[config.mk]
export PLATFORM = sky130hd
export DESIGN_NAME = game_state_ctrl_flat
export DESIGN_NICKNAME = d
export VERILOG_FILES = /design/src/rtl/game_pkg.sv /design/src/rtl/game_state_ctrl_if.sv /design/src/rtl/game_state_ctrl_key_edge_detect.sv /design/src/rtl/game_state_ctrl.sv /design/src/flat_wrapper.sv
export SDC_FILE = /design/constraint.sdc
export NUM_CORES = 1
export LEC_CHECK = 0
export CAP_MARGIN = 20
export CORE_MARGIN = 2
export CORE_UTILIZATION = 25
export DETAILED_ROUTE_END_ITERATION = 8
export PLACE_DENSITY_LB_ADDON = 0.12
export SLEW_MARGIN = 25
export SYNTH_ARGS = -nofsm -noshare
export SYNTH_HDL_FRONTEND = slang
export SYNTH_SLANG_ARGS = --single-unit
[constraint.sdc]
create_clock -name Clk -period 2.5 [get_ports Clk]
set_clock_uncertainty 0.2 [all_clocks]
set_input_delay 0.625 -clock Clk [delete_from_list [all_inputs] [get_ports Clk]]
set_output_delay 0.625 -clock Clk [all_outputs]
set_load 0.01 [all_outputs]
[src/rtl/game_pkg.sv]
// Shared game-sequencer types and HID constants, also consumed by render logic.
package game_pkg;

  typedef enum logic [2:0] {
    ST_START     = 3'd0,
    ST_COUNTDOWN = 3'd1,
    ST_IN_GAME   = 3'd2,
    ST_PAUSED    = 3'd3,
    ST_RESPAWN   = 3'd4,
    ST_GAME_END  = 3'd5
  } game_state_t;

  localparam logic [7:0] KEY_P = 8'h13;

  function automatic int max2(int a, int b);
    return (a > b) ? a : b;
  endfunction

endpackage

[src/rtl/game_state_ctrl_if.sv]
// Keyboard/frame inputs and screen/status outputs of the game sequencer.
interface game_state_ctrl_if #(
  parameter int KEY_SLOTS = 3,
  parameter int LIVES_W   = 2
);
  logic                   frame_tick;
  logic                   player_die;
  logic [8*KEY_SLOTS-1:0] keycode;
  logic                   start_screen;
  logic                   countdown_screen;
  logic                   game_screen;
  logic                   paused;
  logic                   respawning;
  logic                   game_over;
  logic                   new_game;
  logic [LIVES_W-1:0]     lives_left;
  logic [3:0]             countdown_val;

  modport master (
    output frame_tick, player_die, keycode,
    input  start_screen, countdown_screen, game_screen, paused, respawning,
           game_over, new_game, lives_left, countdown_val
  );

  modport slave (
    input  frame_tick, player_die, keycode,
    output start_screen, countdown_screen, game_screen, paused, respawning,
           game_over, new_game, lives_left, countdown_val
  );
endinterface

[src/rtl/game_state_ctrl_key_edge_detect.sv]
// Press-edge detection over all HID slots: generic any-key press and pause-key press.
module key_edge_detect
  import game_pkg::*;
#(
  parameter int         KEY_SLOTS = 3,
  parameter logic [7:0] PAUSE_KEY = KEY_P
) (
  input  logic                      Clk,
  input  logic                      Reset,
  input  logic [KEY_SLOTS-1:0][7:0] keycode,
  output logic                      key_press,
  output logic                      pause_press
);

  logic [KEY_SLOTS-1:0] slot_hit;
  logic                 any_key;
  logic                 pause_now;
  logic                 armed;
  logic                 pause_prev;

  for (genvar i = 0; i < KEY_SLOTS; i++) begin : g_slot
    assign slot_hit[i] = (keycode[i] == PAUSE_KEY);
  end

  assign any_key   = |keycode;
  assign pause_now = |slot_hit;

  // armed only after an all-empty cycle, so a key held through any transition is not a press
  always_ff @(posedge Clk) begin
    if (Reset) begin
      armed      <= 1'b0;
      pause_prev <= 1'b0;
    end else begin
      armed      <= ~any_key;
      pause_prev <= pause_now;
    end
  end

  assign key_press   = armed & any_key;
  assign pause_press = pause_now & ~pause_prev;

endmodule

[src/rtl/game_state_ctrl.sv]
// Game sequencer: start/countdown/play/pause/respawn/over with lives and frame-timed counters.
module game_state_ctrl
  import game_pkg::*;
#(
  parameter int         KEY_SLOTS      = 3,
  parameter int         LIVES          = 3,
  parameter int         LIVES_W        = 2,
  parameter int         COUNT_STEPS    = 3,
  parameter int         STEP_FRAMES    = 60,
  parameter int         RESPAWN_FRAMES = 120,
  parameter logic [7:0] PAUSE_KEY      = KEY_P
) (
  input  logic             Clk,
  input  logic             Reset,
  game_state_ctrl_if.slave bus
);

  localparam int FC_W = $clog2(max2(STEP_FRAMES, RESPAWN_FRAMES)) + 1;
  localparam logic [FC_W-1:0]    STEP_LAST    = FC_W'(STEP_FRAMES - 1);
  localparam logic [FC_W-1:0]    RESP_LAST    = FC_W'(RESPAWN_FRAMES - 1);
  localparam logic [LIVES_W-1:0] LIVES_INIT   = LIVES_W'(LIVES);

  game_state_t        state, state_n;
  logic [FC_W-1:0]    fc, fc_n;
  logic [LIVES_W-1:0] lives, lives_n;
  logic [3:0]         cval, cval_n;
  logic               new_game_q, new_game_n;
  logic               key_press, pause_press;

  key_edge_detect #(
    .KEY_SLOTS (KEY_SLOTS),
    .PAUSE_KEY (PAUSE_KEY)
  ) u_keys (
    .Clk         (Clk),
    .Reset       (Reset),
    .keycode     (bus.keycode),
    .key_press   (key_press),
    .pause_press (pause_press)
  );

  always_ff @(posedge Clk) begin
    if (Reset) begin
      state      <= ST_START;
      fc         <= '0;
      lives      <= LIVES_INIT;
      cval       <= '0;
      new_game_q <= 1'b0;
    end else begin
      state      <= state_n;
      fc         <= fc_n;
      lives      <= lives_n;
      cval       <= cval_n;
      new_game_q <= new_game_n;
    end
  end

  always_comb begin
    state_n    = state;
    fc_n       = fc;
    lives_n    = lives;
    cval_n     = cval;
    new_game_n = 1'b0;
    case (state)
      ST_START: begin
        if (key_press) begin
          state_n    = ST_COUNTDOWN;
          new_game_n = 1'b1;
          lives_n    = LIVES_INIT;
          cval_n     = 4'(COUNT_STEPS);
          fc_n       = '0;
        end
      end
      ST_COUNTDOWN: begin
        if (bus.frame_tick) begin
          if (fc == STEP_LAST) begin
            fc_n = '0;
            if (cval == 4'd1) begin
              state_n = ST_IN_GAME;
              cval_n  = 4'd0;
            end else begin
              cval_n = cval - 4'd1;
            end
          end else begin
            fc_n = fc + FC_W'(1);
          end
        end
      end
      ST_IN_GAME: begin
        // death wins over a simultaneous pause edge
        if (bus.player_die) begin
          if (lives == LIVES_W'(1)) begin
            state_n = ST_GAME_END;
            lives_n = '0;
          end else begin
            state_n = ST_RESPAWN;
            lives_n = lives - LIVES_W'(1);
            fc_n    = '0;
          end
        end else if (pause_press) begin
          state_n = ST_PAUSED;
        end
      end
      ST_PAUSED: begin
        if (pause_press) state_n = ST_IN_GAME;
      end
      ST_RESPAWN: begin
        if (bus.frame_tick) begin
          if (fc == RESP_LAST) begin
            state_n = ST_IN_GAME;
            fc_n    = '0;
          end else begin
            fc_n = fc + FC_W'(1);
          end
        end
      end
      ST_GAME_END: begin
        if (key_press) state_n = ST_START;
      end
      default: state_n = ST_START;
    endcase
  end

  assign bus.start_screen     = (state == ST_START);
  assign bus.countdown_screen = (state == ST_COUNTDOWN);
  assign bus.game_screen      = (state == ST_IN_GAME);
  assign bus.paused           = (state == ST_PAUSED);
  assign bus.respawning       = (state == ST_RESPAWN);
  assign bus.game_over        = (state == ST_GAME_END);
  assign bus.new_game         = new_game_q;
  assign bus.lives_left       = lives;
  assign bus.countdown_val    = cval;

endmodule

[src/flat_wrapper.sv]
// flat-port wrapper written by rule: the top's interface ports become plain ports
module game_state_ctrl_flat import game_pkg::*;
#(
  parameter int         KEY_SLOTS      = 3,
  parameter int         LIVES          = 3,
  parameter int         LIVES_W        = 2,
  parameter int         COUNT_STEPS    = 3,
  parameter int         STEP_FRAMES    = 60,
  parameter int         RESPAWN_FRAMES = 120,
  parameter logic [7:0] PAUSE_KEY      = KEY_P
)
  (Clk, Reset, bus_frame_tick, bus_player_die, bus_keycode, bus_start_screen, bus_countdown_screen, bus_game_screen, bus_paused, bus_respawning, bus_game_over, bus_new_game, bus_lives_left, bus_countdown_val);
  game_state_ctrl_if #(.KEY_SLOTS(KEY_SLOTS), .LIVES_W(LIVES_W)) bus_i ();
  input  logic Clk;
  input  logic Reset;
  input wire logic [$bits(bus_i.frame_tick)-1:0] bus_frame_tick;
  input wire logic [$bits(bus_i.player_die)-1:0] bus_player_die;
  input wire logic [$bits(bus_i.keycode)-1:0] bus_keycode;
  output wire logic [$bits(bus_i.start_screen)-1:0] bus_start_screen;
  output wire logic [$bits(bus_i.countdown_screen)-1:0] bus_countdown_screen;
  output wire logic [$bits(bus_i.game_screen)-1:0] bus_game_screen;
  output wire logic [$bits(bus_i.paused)-1:0] bus_paused;
  output wire logic [$bits(bus_i.respawning)-1:0] bus_respawning;
  output wire logic [$bits(bus_i.game_over)-1:0] bus_game_over;
  output wire logic [$bits(bus_i.new_game)-1:0] bus_new_game;
  output wire logic [$bits(bus_i.lives_left)-1:0] bus_lives_left;
  output wire logic [$bits(bus_i.countdown_val)-1:0] bus_countdown_val;
  assign bus_i.frame_tick = bus_frame_tick;
  assign bus_i.player_die = bus_player_die;
  assign bus_i.keycode = bus_keycode;
  assign bus_start_screen = bus_i.start_screen;
  assign bus_countdown_screen = bus_i.countdown_screen;
  assign bus_game_screen = bus_i.game_screen;
  assign bus_paused = bus_i.paused;
  assign bus_respawning = bus_i.respawning;
  assign bus_game_over = bus_i.game_over;
  assign bus_new_game = bus_i.new_game;
  assign bus_lives_left = bus_i.lives_left;
  assign bus_countdown_val = bus_i.countdown_val;
  game_state_ctrl #(.KEY_SLOTS(KEY_SLOTS), .LIVES(LIVES), .LIVES_W(LIVES_W), .COUNT_STEPS(COUNT_STEPS), .STEP_FRAMES(STEP_FRAMES), .RESPAWN_FRAMES(RESPAWN_FRAMES), .PAUSE_KEY(PAUSE_KEY)) u_core (.Clk(Clk), .Reset(Reset), .bus(bus_i));
endmodule
; ---- After elaboration in Yosys (flattened, before gate mapping)
; Index checks and enable logic that the tools add are counted.
; Widths: inputs -> output; s select.
[totals]
register_bits = 20
inputBits = 28
out_inout_bits = 13
elab_cells = 79
[classes]
addsub = 3
n_eq_ne = 23
n_mux = 30
n_bitwise = 5
n_reduce_logical = 11
[op_table]
columns = op, n
row1 = $mux 8, 7
row2 = $pmux 8 s4, 1
row3 = $mux 3, 10
row4 = $eq 8x5->1 const B, 3
row5 = $reduce_or 24->1, 1
row6 = $pmux 3 s6, 1
row7 = $mux 4, 4
row8 = $ne 2x1->1 const B, 6
row9 = $reduce_and 9->1, 1
row10 = $add 8x1->8 const B, 1
row11 = $eq 8x6->1 const B, 1
row12 = $eq 8x7->1 const B, 1
row13 = $ne 2x2->1 const B, 4
row14 = $pmux 4 s2, 1
row15 = $eq 3x2->1 const B, 2
row16 = $eq 3x3->1 const B, 2
row17 = $mux 2, 3
row18 = $reduce_and 6->1, 1
row19 = $eq 4x1->1 const B, 1
row20 = $pmux 2 s2, 1
row21 = $reduce_and 4->1, 1
row22 = $reduce_bool 2->1, 2
row23 = $reduce_bool 4->1, 1
row24 = $sub 4x1->4 const B, 1
row25 = 11 further kinds, 15

; ---- Longest topological paths before layout
; Gate-level depths: netlist of the first run.
[depth]
word_depth = 6
depth_mapped = 8
depth_no_buf = 8

; ---- Modules after synthesis
; From an unflattened synthesis of the first run, not the netlist that was laid out.
[hier_totals]
hier_cells = 165
area_unflattened_um2 = 1405.1
[modules_own_cells]
columns = mod, instances, cells_each, area_per_inst_um2, seq_area_each_um2
row1 = game_state_ctrl, 1, 144, 1239.9, 360.3
row2 = key_edge_detect, 1, 21, 165.2, 40.0

; ---- Worst setup path after synthesis of the first run
; OpenSTA, ideal clock, no wires.
[synth_timing]
path_type = input -> register
start = input port bus_keycode[18]
end = register u_core.cval[3] (netlist: u_core.bus.countdown_val[3])
setup_time_ns = 0.088
arrival_ns = 2.218
t_required_ns = 2.212
path_slack_ns = -0.006
stages = 6
n_path_buf = 0
cell_sequence = or4_4 -> nor4_4 -> a31oi_4 -> or2_4 -> a21boi_1 -> o32ai_2
[synth_via]
elab_chain_len = 4
[synth_rtl]
columns = element, line_no
row1 = from (decl), flat_wrapper.sv:18  ; input wire logic [$bits(bus_i.keycode)-1:0] bus_keycode;
row2 = $reduce_or 24->1, game_state_ctrl_key_edge_detect.sv:25  ; assign any_key = |keycode;
row3 = $and 1x1->1, game_state_ctrl_key_edge_detect.sv:39  ; assign key_press = armed & any_key;
row4 = $ne 2x1->1 (no source line), n/a
row5 = $reduce_and 4->1 (no source line), n/a
row6 = to (signal assigned), game_state_ctrl.sv:52  ; cval <= cval_n;
row7 = to (decl), game_state_ctrl.sv:26  ; logic [3:0] cval, cval_n;
; No other way between the ends.
; A chain may end at the register's enable or synchronous reset.

; ---- Worst setup path after layout of the first run
[layout_timing]
start = input port bus_keycode[23]
end = register u_core.cval[2] (netlist: u_core.bus.countdown_val[2])
; The elaborated chain is that of the path after synthesis.

==> reports/qor.txt, run 1 <==
Final Non-Filler Cells - 286
Largest area contributor in the netlist - dfxtp_1
Critical path class - in -> reg
Most area-consuming cells after synthesis - dfxtp_1 (32%), nand3_1 (5.1%), nor2_1 (4.5%), ha_1 (4.0%), o21ai_0 (4.0%)
Hold Path Depth - 1
Diodes inserted - 0
Post-DRT Antenna Nets - 0
Most common cell in the synthesized netlist - dfxtp_1
Crit. End Element - register
FMAX - 0.408 GHz
FF-to-FF path depth - 9
Status - finished, final reports clean
Detailed Place HPWL - 2880 microns
Via Count - 1426
Inserted Clock Buffers - 3
Initial Utilization - 0.264
Required time of the worst setup path - 2.47 ns
Crit-path slowest cell - or4_4
Ys Warns - 0
Die height - 75.1 microns
Max stage delay on crit path - 0.50 ns
Max Cap Violations - 0
Startpoint types - input port
WL met3 - 158 microns
Worst IR drop on VDD - 0.189 mV
Tmin final - 2.45 ns
Core area - 4790 sq um
Routed length per placed instance - 13.3 microns
DRT Pass-1 Iters - 4
Synth cell types - 50
# H-tree levels - 1
Fin nets - 252
Post-synthesis net count - 187
Clk buf depth - 2
Multi-input gate area - 938 sq um
Critical Path, Cell by Cell - dlygate4sd2_1, or4_4, nor4_4, a31oi_4, or2_4, o31a_1, o32ai_2
Reg clk slew, reported paths - 0.07 ns
IO Port Bufs - 40
Clk_lat worst skew - 0.26 ns
Mean post-synth cell area - 8.16 sq um
Register area - 405 sq um
RSZ-0062 raised after global routing - true
Post-synthesis cell count - 155
WL final - 3810 microns
Mapped cell area - 1260 sq um
Sequential area share after synthesis - 0.317
Tcrit/Tclk final - 0.979
Number of global-route vias before repair - 1358
Tot Pwr - 0.715 mW
I/O pin cnt - 41
Vias per cell - 4.99
Util after Layout - 0.443
Min Hold Slack - 0.277 ns
Residual DRC - 0
Worst min path class - reg -> reg
Yosys reg bits - 20
Leak - 0.835 nW
Setup violators final - 0
Area added between synthesis and finish - 67.7%
Worst EP arrival - 2.41 ns
Synth cell count leaders - dfxtp_1 (20), nor2_1 (15), nand3_1 (13)
PwrDens - 337 nW/um^2
Fillers - 474
Slew Limit Headroom - 0.695
CTS tree - yes
CTS sink cnt - 20
Highest metal used - met4
Iter 0 DRT Violations - 78
Worst Path Max Fanout - 4
WL met1 - 1740 microns
Total grt overflow - 0
Fin. Hold Viols - 0
Initial antenna violation count - 0
WL met2 - 1900 microns
Share of cells above drive strength 1 - 0.269
Placed insts - 276
Largest net degree at the start of global routing - 13
Cts hold-fix bufs - 0
Post-synth EDFFs - 0
GR Util All Layers - 0.136
Yosys top cell area share - 0.317
Worst Max-Slew Pin Slew - 0.457 ns
Die area - 5640 sq um
Ys flop type - dfxtp_1
Root Buffer - clkbuf_8
Synth async-reset ratio - 0
Global-route wire length before repair - 6000 microns
Placer Congestion - 0.903
Rows - 25
Max Slew Vio Count - 0
Die W - 75.1 microns
-- through the flow --
step / setup TNS, ns / instance area (sq um) / setup slack, ns
2_1_floorplan: -0.00576 / 1260 / -0.00576
3_3_place_gp: -6.29 / 1870 / -0.425
3_5_place_dp: -6.66 / 1870 / -0.456
4_1_cts: 0 / 2010 / 0.00435
5_1_grt: -0.0210 / 2120 / -0.0126
6_report: 0 / 2120 / 0.0518
-- state kept, by name (all words and copies together) (netlist names) --
signal / cells
u_core.bus.countdown_val: 4
u_core.state: 3
u_core.bus.lives_left: 2
u_core.u_keys.armed: 1
u_core.bus.new_game: 1
u_core.u_keys.pause_prev: 1
u_core.fc: 8
-- layout make-up --
cell class | count | share of cell area
Clock buffer | 3 | 0.0195
Timing Repair Buffer | 64 | 0.279
Tap cell | 67 | 0.0395
Multi-Input combinational cell | 123 | 0.442
Inverter | 8 | 0.0142
Sequential cell | 20 | 0.191
Clock inverter | 1 | 0.0142
-- metal layers --
| metal | track usage | vias to the layer above |
|---|---|---|
| li1 | - | 705 |
| met1 | 0.172 | 673 |
| met2 | 0.233 | 45 |
| met3 | 0.0254 | 3 |
| met4 | 0.0448 | 0 |
| met5 | 0 | - |
-- cells by family after synthesis --
group / Yosys count / synth area share
adders and majority gates: 4 / 0.0396
AOI/OAI and AO/OA: 39 / 0.228
and+or+nand+nor: 80 / 0.380
buffers and inverters: 12 / 0.0366
DFF: 20 / 0.317
-- path summary, 6_finish.rpt --
| path | from | endpoint | slack, ns |
|---|---|---|---|
| worst max register to register | u_core.state[0]$_SDFFE_PP0P_ | u_core.fc[6]$_SDFFE_PP0P_ | 0.29 |
| worst min-delay path | u_core.fc[7]$_SDFFE_PP0P_ | u_core.fc[7]$_SDFFE_PP0P_ | 0.28 |
| worst min register to register | u_core.fc[7]$_SDFFE_PP0P_ | u_core.fc[7]$_SDFFE_PP0P_ | 0.28 |
| worst max-delay path | bus_keycode[23] | u_core.bus.countdown_val[2]$_SDFFE_PP0P_ | 0.05 |
-- power breakdown --
part,internal (mW),switching (mW),leakage (nW)
logic,0.0424,0.0266,0.637
registers,0.317,0.0000326,0.162
clock network,0.214,0.115,0.0357
-- worst max-delay path, delay by kind of cell --
| kind | cells | cell delay (ns) |
|---|---|---|
| compound gates | 3 | 0.48 |
| simple gates | 3 | 1.07 |
| buf+inv | 1 | 0.23 |
-- layout by cell type, fill, tap and decap left out, drive strengths merged, types with 2 or more instances in the layout --
cell and count:
buf 24, clkdlybuf4s50 21, dfxtp 20, nor2 16, nand3 13, o21ai 13
dlygate4sd2 10, nor3 10, nand2 9, inv 8, clkdlybuf4s15 6, nand2b 5
or4 4, ha 4, a21oi 4, or3 4, nor3b 4, nor2b 3
o31ai 3, clkbuf 3, dlymetal6s2s 3, and3 3, o32ai 3, a31oi 2
a211oi 2, and2 2, nor4 2, o41ai 2
-- timing repair --
item / in CTS / in global routing
pin swaps: 10 / 12
endpoints found under the setup margin: 21 / 12
setup buffers: 4 / 3
cloned: 0 / 0
gates resized for setup: 31 / 23
Note: power is estimated with default switching activity, not from simulation.
==> run 2: changes to the inputs <==
PLACE_DENSITY_LB_ADDON = unset   (was 0.12)
==> run 2 against run 1 <==
Against the previous run: sequential power is essentially flat; via count shrank 5.5%; setup slack gained 0.0034 ns; die area is the same; total power shrank 0.70%; flip-flop and latch count is the same; final cell count shrank 1.7%; core utilization shrank 2.6 points; non-clock buffer count shrank 5; routed wire length shrank 16%; first-iteration DRC count shrank 21%; critical endpoint is now u_core.fc[5]$_SDFFE_PP0P_.
==> reports/qor.txt, run 2 (same netlist as run 1, synthesis figures left out) <==
Status - finished, final reports clean
I/O pin cnt - 41
Internal - 0.572 mW
Crit-path slowest cell - or4_4
Area added between synthesis and finish - 57.8%
Die W - 75.1 microns
Final instance area - 2000 sq um
Clk buf depth - 2
Crit. End Element - register
PwrDens - 356 nW/um^2
Reg2Reg Capture Point - u_core.state[0]$_SDFFE_PP0P_
Tot Pwr - 0.710 mW
Tmin final - 2.44 ns
Root Buffer - clkbuf_8
Cts hold-fix bufs - 0
Clk_lat worst skew - 0.26 ns
FMAX - 0.409 GHz
Required time of the worst setup path - 2.44 ns
Initial Utilization - 0.264
WL met2 - 1440 microns
Hold Path Depth - 1
Clock Power Share - 0.460
Reg2Reg Launch Point - u_core.bus.countdown_val[1]$_SDFFE_PP0P_
Tcrit/Tclk final - 0.978
Worst Path Max Fanout - 5
Combinational group share of total power - 0.093
Hold Startpoint - u_core.fc[7]$_SDFFE_PP0P_
Fin nets - 247
Share of cells above drive strength 1 - 0.234
Post-DRT Antenna Nets - 0
Iter 0 DRT Violations - 62
Slew Limit Headroom - 0.671
Via Count - 1348
Vias per cell - 4.80
Max Slew Vio Count - 0
Diodes inserted - 0
Placer Congestion - 0.806
Core area - 4790 sq um
WL met1 - 1580 microns
Commonest non-fill, non-tap cell in the layout - clkdlybuf4s50_1
FF-to-FF path depth - 8
Max reg flops - 8
Highest metal used - met4
Leak - 0.757 nW
R2r setup slk - 0.33 ns
Worst IR drop on VDD - 0.210 mV
Max Cap Violations - 0
IO Port Bufs - 40
# H-tree levels - 1
Fin. Hold Viols - 0
Global-route wire length before repair - 5530 microns
Worst min path class - reg -> reg
Die height - 75.1 microns
Critical Path, Cell by Cell - dlygate4sd2_1, or4_4, nor3_4, a31oi_4, buf_4, o21ai_1, o21ai_0
Startpoint types - input port
Inserted Clock Buffers - 3
CTS sink cnt - 20
Die area - 5640 sq um
Sw Ratio - 0.194
Commonest non-fill, non-tap cells in the layout - clkdlybuf4s50_1 (24), buf_4 (17), dfxtp_1 (17)
Worst Max-Slew Pin Slew - 0.492 ns
Placement Cell Area - 1860 sq um
Worst EP arrival - 2.39 ns
Residual DRC - 0
WL final - 3200 microns
Largest net degree at the start of global routing - 13
DRT Pass-1 Iters - 4
Routed length per placed instance - 11.4 microns
Switching pwr - 0.138 mW
Critical path class - in -> reg
Setup violators final - 0
Number of global-route vias before repair - 1300
GR Util All Layers - 0.122
WL met3 - 172 microns
Total grt overflow - 0
Hold Path Sink - u_core.fc[7]$_SDFFE_PP0P_
Reg clk slew, reported paths - 0.08 ns
Rows - 25
Seq pwr share - 0.447
Max stage delay on crit path - 0.54 ns
Initial antenna violation count - 0
Detailed Place HPWL - 2540 microns
CTS tree - yes
Biggest register - u_core.fc
## run 2: changes by cell type in the layout (fill, tap and decap cells not counted), moves of 3 or more
cell | previous run | this run
o21ai_0 | 6 | 9
buf_4 | 22 | 17
dlymetal6s2s_1 | 3 | 0
clkdlybuf4s50_1 | 21 | 24
## run 2: stage by stage
step	hold WS [ns]	util	std cells	setup WS, ns	TNS, ns
floorplan	0.225	-	155	-0.00576	-0.00576
global placement	0.251	0.389	275	-0.426	-6.00
detailed placement	0.243	0.389	275	-0.437	-6.01
CTS	0.261	0.410	281	0.00114	0
global route	0.301	0.417	281	-0.0135	-0.0237
finish	0.255	0.417	281	0.0552	0
## run 2: critical path, delay by kind of cell
kind                   cells  cell delay (ns)
and+or+nand+nor            2             0.77
AOI/OAI and AO/OA          3             0.58
buffers and inverters      2             0.42
## run 2: repair_timing
item	in CTS	in global routing
cloned	0	0
pin swaps	10	5
buffers inserted	2	0
setup endpoints to repair	17	8
resized for setup	29	14
## run 2: area by class of cell
type                    instances  area (sq um)
clock inverters                 1          30.0
well taps                      67          83.8
fillers                       487          2790
repair buffers                 59           529
inverters                       8          30.0
multi-input cells             123           875
clock buffers                   3          41.3
flip-flops and latches         20           407
## run 2: worst max-delay path by stage
stage | startpoint | endpoint | slack, ns | cells past startpoint
final | bus_keycode[17] | u_core.fc[5]$_SDFFE_PP0P_ | 0.06 | 7
after global routing | bus_keycode[21] | u_core.fc[7]$_SDFFE_PP0P_ | -0.01 | 7
after detailed placement | bus_keycode[18] | u_core.bus.countdown_val[3]$_SDFFE_PP0P_ | -0.44 | 7
after CTS | bus_keycode[22] | u_core.bus.countdown_val[3]$_SDFFE_PP0P_ | 0.001 | 7
after global placement | bus_keycode[18] | u_core.bus.countdown_val[3]$_SDFFE_PP0P_ | -0.43 | 7
after floorplan | bus_keycode[18] | u_core.bus.countdown_val[3]$_SDFFE_PP0P_ | -0.006 | 6
## run 2: power by group through the flow
stage / combinational (mW) / sequential [mW] / clock [mW]
2_1_floorplan: 0.0118 / 0.326 / 0
3_3_place_gp: 0.0683 / 0.326 / 0
3_5_place_dp: 0.0685 / 0.326 / 0
4_1_cts: 0.0643 / 0.318 / 0.333
5_1_grt: 0.0711 / 0.317 / 0.347
6_report: 0.0659 / 0.317 / 0.327
## run 2: per-layer routing
metal  vias up  GRT usage
met1       614      0.168
met2        36      0.192
met3         2     0.0281
li1        696          -
met4         0     0.0312
met5         -          0
==> run 3: changes to the inputs <==
GPL_TIMING_DRIVEN = 0   (was unset)
==> run 3 against run 2 <==
Against the previous run: non-clock buffer count decreased by 7; flip-flop and latch count stayed put; register-to-register slack lost 0.07 ns; critical endpoint is now bus_respawning; largest cell class unchanged; routed wire length grew 4.0%.
==> reports/qor.txt, run 3 (same netlist as run 1, synthesis figures left out) <==
Global-route wire length before repair - 5490 microns
R2r setup slk - 0.26 ns
Diodes inserted - 0
Residual DRC - 0
I/O pin cnt - 41
Detailed Place HPWL - 2470 microns
Initial antenna violation count - 0
Inserted Clock Buffers - 3
Util after Layout - 0.403
Iter 0 DRT Violations - 42
Slew Limit Headroom - 0.653
Fin. Hold Viols - 0
Worst min path class - reg -> reg
FF-to-FF path depth - 6
Crit path max-delay family - buffers and inverters
Routed length per placed instance - 12.2 microns
Critical Path, Cell by Cell - clkbuf_4, nor3b_4, clkdlybuf4s50_1
Worst IR drop on VDD - 0.153 mV
Worst setup endpoint - bus_respawning
Max Slew Vio Count - 0
Initial Utilization - 0.264
Hold Startpoint - u_core.fc[7]$_SDFFE_PP0P_
Required time of the worst setup path - 1.67 ns
Crit. End Element - output pin
GR Util All Layers - 0.122
RSZ-0062 raised after global routing - false
Leak - 0.754 nW
Share of cells above drive strength 1 - 0.209
Max Cap Violations - 0
Number of global-route vias before repair - 1241
Status - finished, final reports clean
Vias per cell - 4.88
Reg2Reg Launch Point - u_core.fc[0]$_SDFFE_PP0P_
Startpoint types - register
FMAX - 0.410 GHz
CTS sink cnt - 20
Max stage delay on crit path - 0.56 ns
Die height - 75.1 microns
WL final - 3330 microns
Tcrit/Tclk final - 0.976
Rows - 25
Worst EP arrival - 1.62 ns
Root Buffer - clkbuf_8
Clk buf depth - 2
# H-tree levels - 1
IO Port Bufs - 40
PwrDens - 307 nW/um^2
Core area - 4790 sq um
Commonest non-fill, non-tap cells in the layout - clkdlybuf4s50_1 (20), dfxtp_1 (20), nor2_1 (15)
Area added between synthesis and finish - 52.6%
Die W - 75.1 microns
CP Depth - 3
Worst Path Max Fanout - 10
Setup violators final - 0
Setup crit start - u_core.state[2]$_SDFFE_PP0P_
Reg clk slew, reported paths - 0.08 ns
Reg2Reg Capture Point - u_core.state[0]$_SDFFE_PP0P_
DRT Pass-1 Iters - 4
Buf+Inv Stages, Crit Path - 2
Critical path class - reg -> out
Via Count - 1332
Tmin final - 2.44 ns
Worst Max-Slew Pin Slew - 0.521 ns
Crit-path slowest cell - clkdlybuf4s50_1
Setup TNS - 0 ns
Clk_lat worst skew - 0.26 ns
CTS tree - yes
Max reg flops - 8
Largest net degree at the start of global routing - 11
Post-DRT Antenna Nets - 0
Biggest register - u_core.fc
Fin nets - 240
Die area - 5640 sq um
Total grt overflow - 0
Placer Congestion - 0.827
[run 3: cell type report]
class	instances	area [sq um]
buffer	4	27.5
multi-input combinational	123	903
tap	67	83.8
fill	480	2860
sequential	20	400
inverter	8	30.0
clock buffer	3	41.3
timing repair buffer	48	444
[run 3: stage by stage]
stage	power (mW)	setup slack, ns	cells	area, sq um	hold slack [ns]
2_1_floorplan	0.338	-0.00576	155	1260	0.225
3_3_place_gp	0.388	-0.608	262	1750	0.253
3_5_place_dp	0.388	-0.584	262	1750	0.264
4_1_cts	0.598	0.00279	271	1880	0.277
5_1_grt	0.617	0.00761	273	1930	0.321
6_report	0.593	0.0598	273	1930	0.278
[run 3: power by group]
group,leakage [nW],switching (mW),internal (mW)
combinational,0.572,0.0241,0.0349
sequential,0.161,0.0000227,0.318
clock,0.0216,0.108,0.107
total,0.754,0.133,0.461
[run 3: worst min path at each step]
stage | to | slack, ns | cells after the start
3_5_place_dp | u_core.fc[7]$_SDFFE_PP0P_ | 0.26 | 1
6_report | u_core.fc[7]$_SDFFE_PP0P_ | 0.28 | 1
2_1_floorplan | u_core.fc[7]$_SDFFE_PP0P_ | 0.22 | 1
5_1_grt | u_core.fc[7]$_SDFFE_PP0P_ | 0.32 | 1
3_3_place_gp | u_core.fc[7]$_SDFFE_PP0P_ | 0.25 | 1
4_1_cts | u_core.fc[7]$_SDFFE_PP0P_ | 0.28 | 1
[run 3: repair_timing]
| item | in CTS | in global routing |
|---|---|---|
| setup endpoints to repair | 19 | 15 |
| buffers inserted | 6 | 2 |
| resized for setup | 33 | 21 |
| pin swaps | 11 | 8 |
| hold buffers | 0 | 0 |
[run 3: metal layers]
metal	wire (microns)	part of all wire	global-route usage	vias up
met1	1620	0.49	0.163	617
met2	1530	0.46	0.205	29
met3	168	0.051	0.0295	2
li1	-	-	-	684
met5	0	0	0	-
met4	12	0.0036	0.0175	0
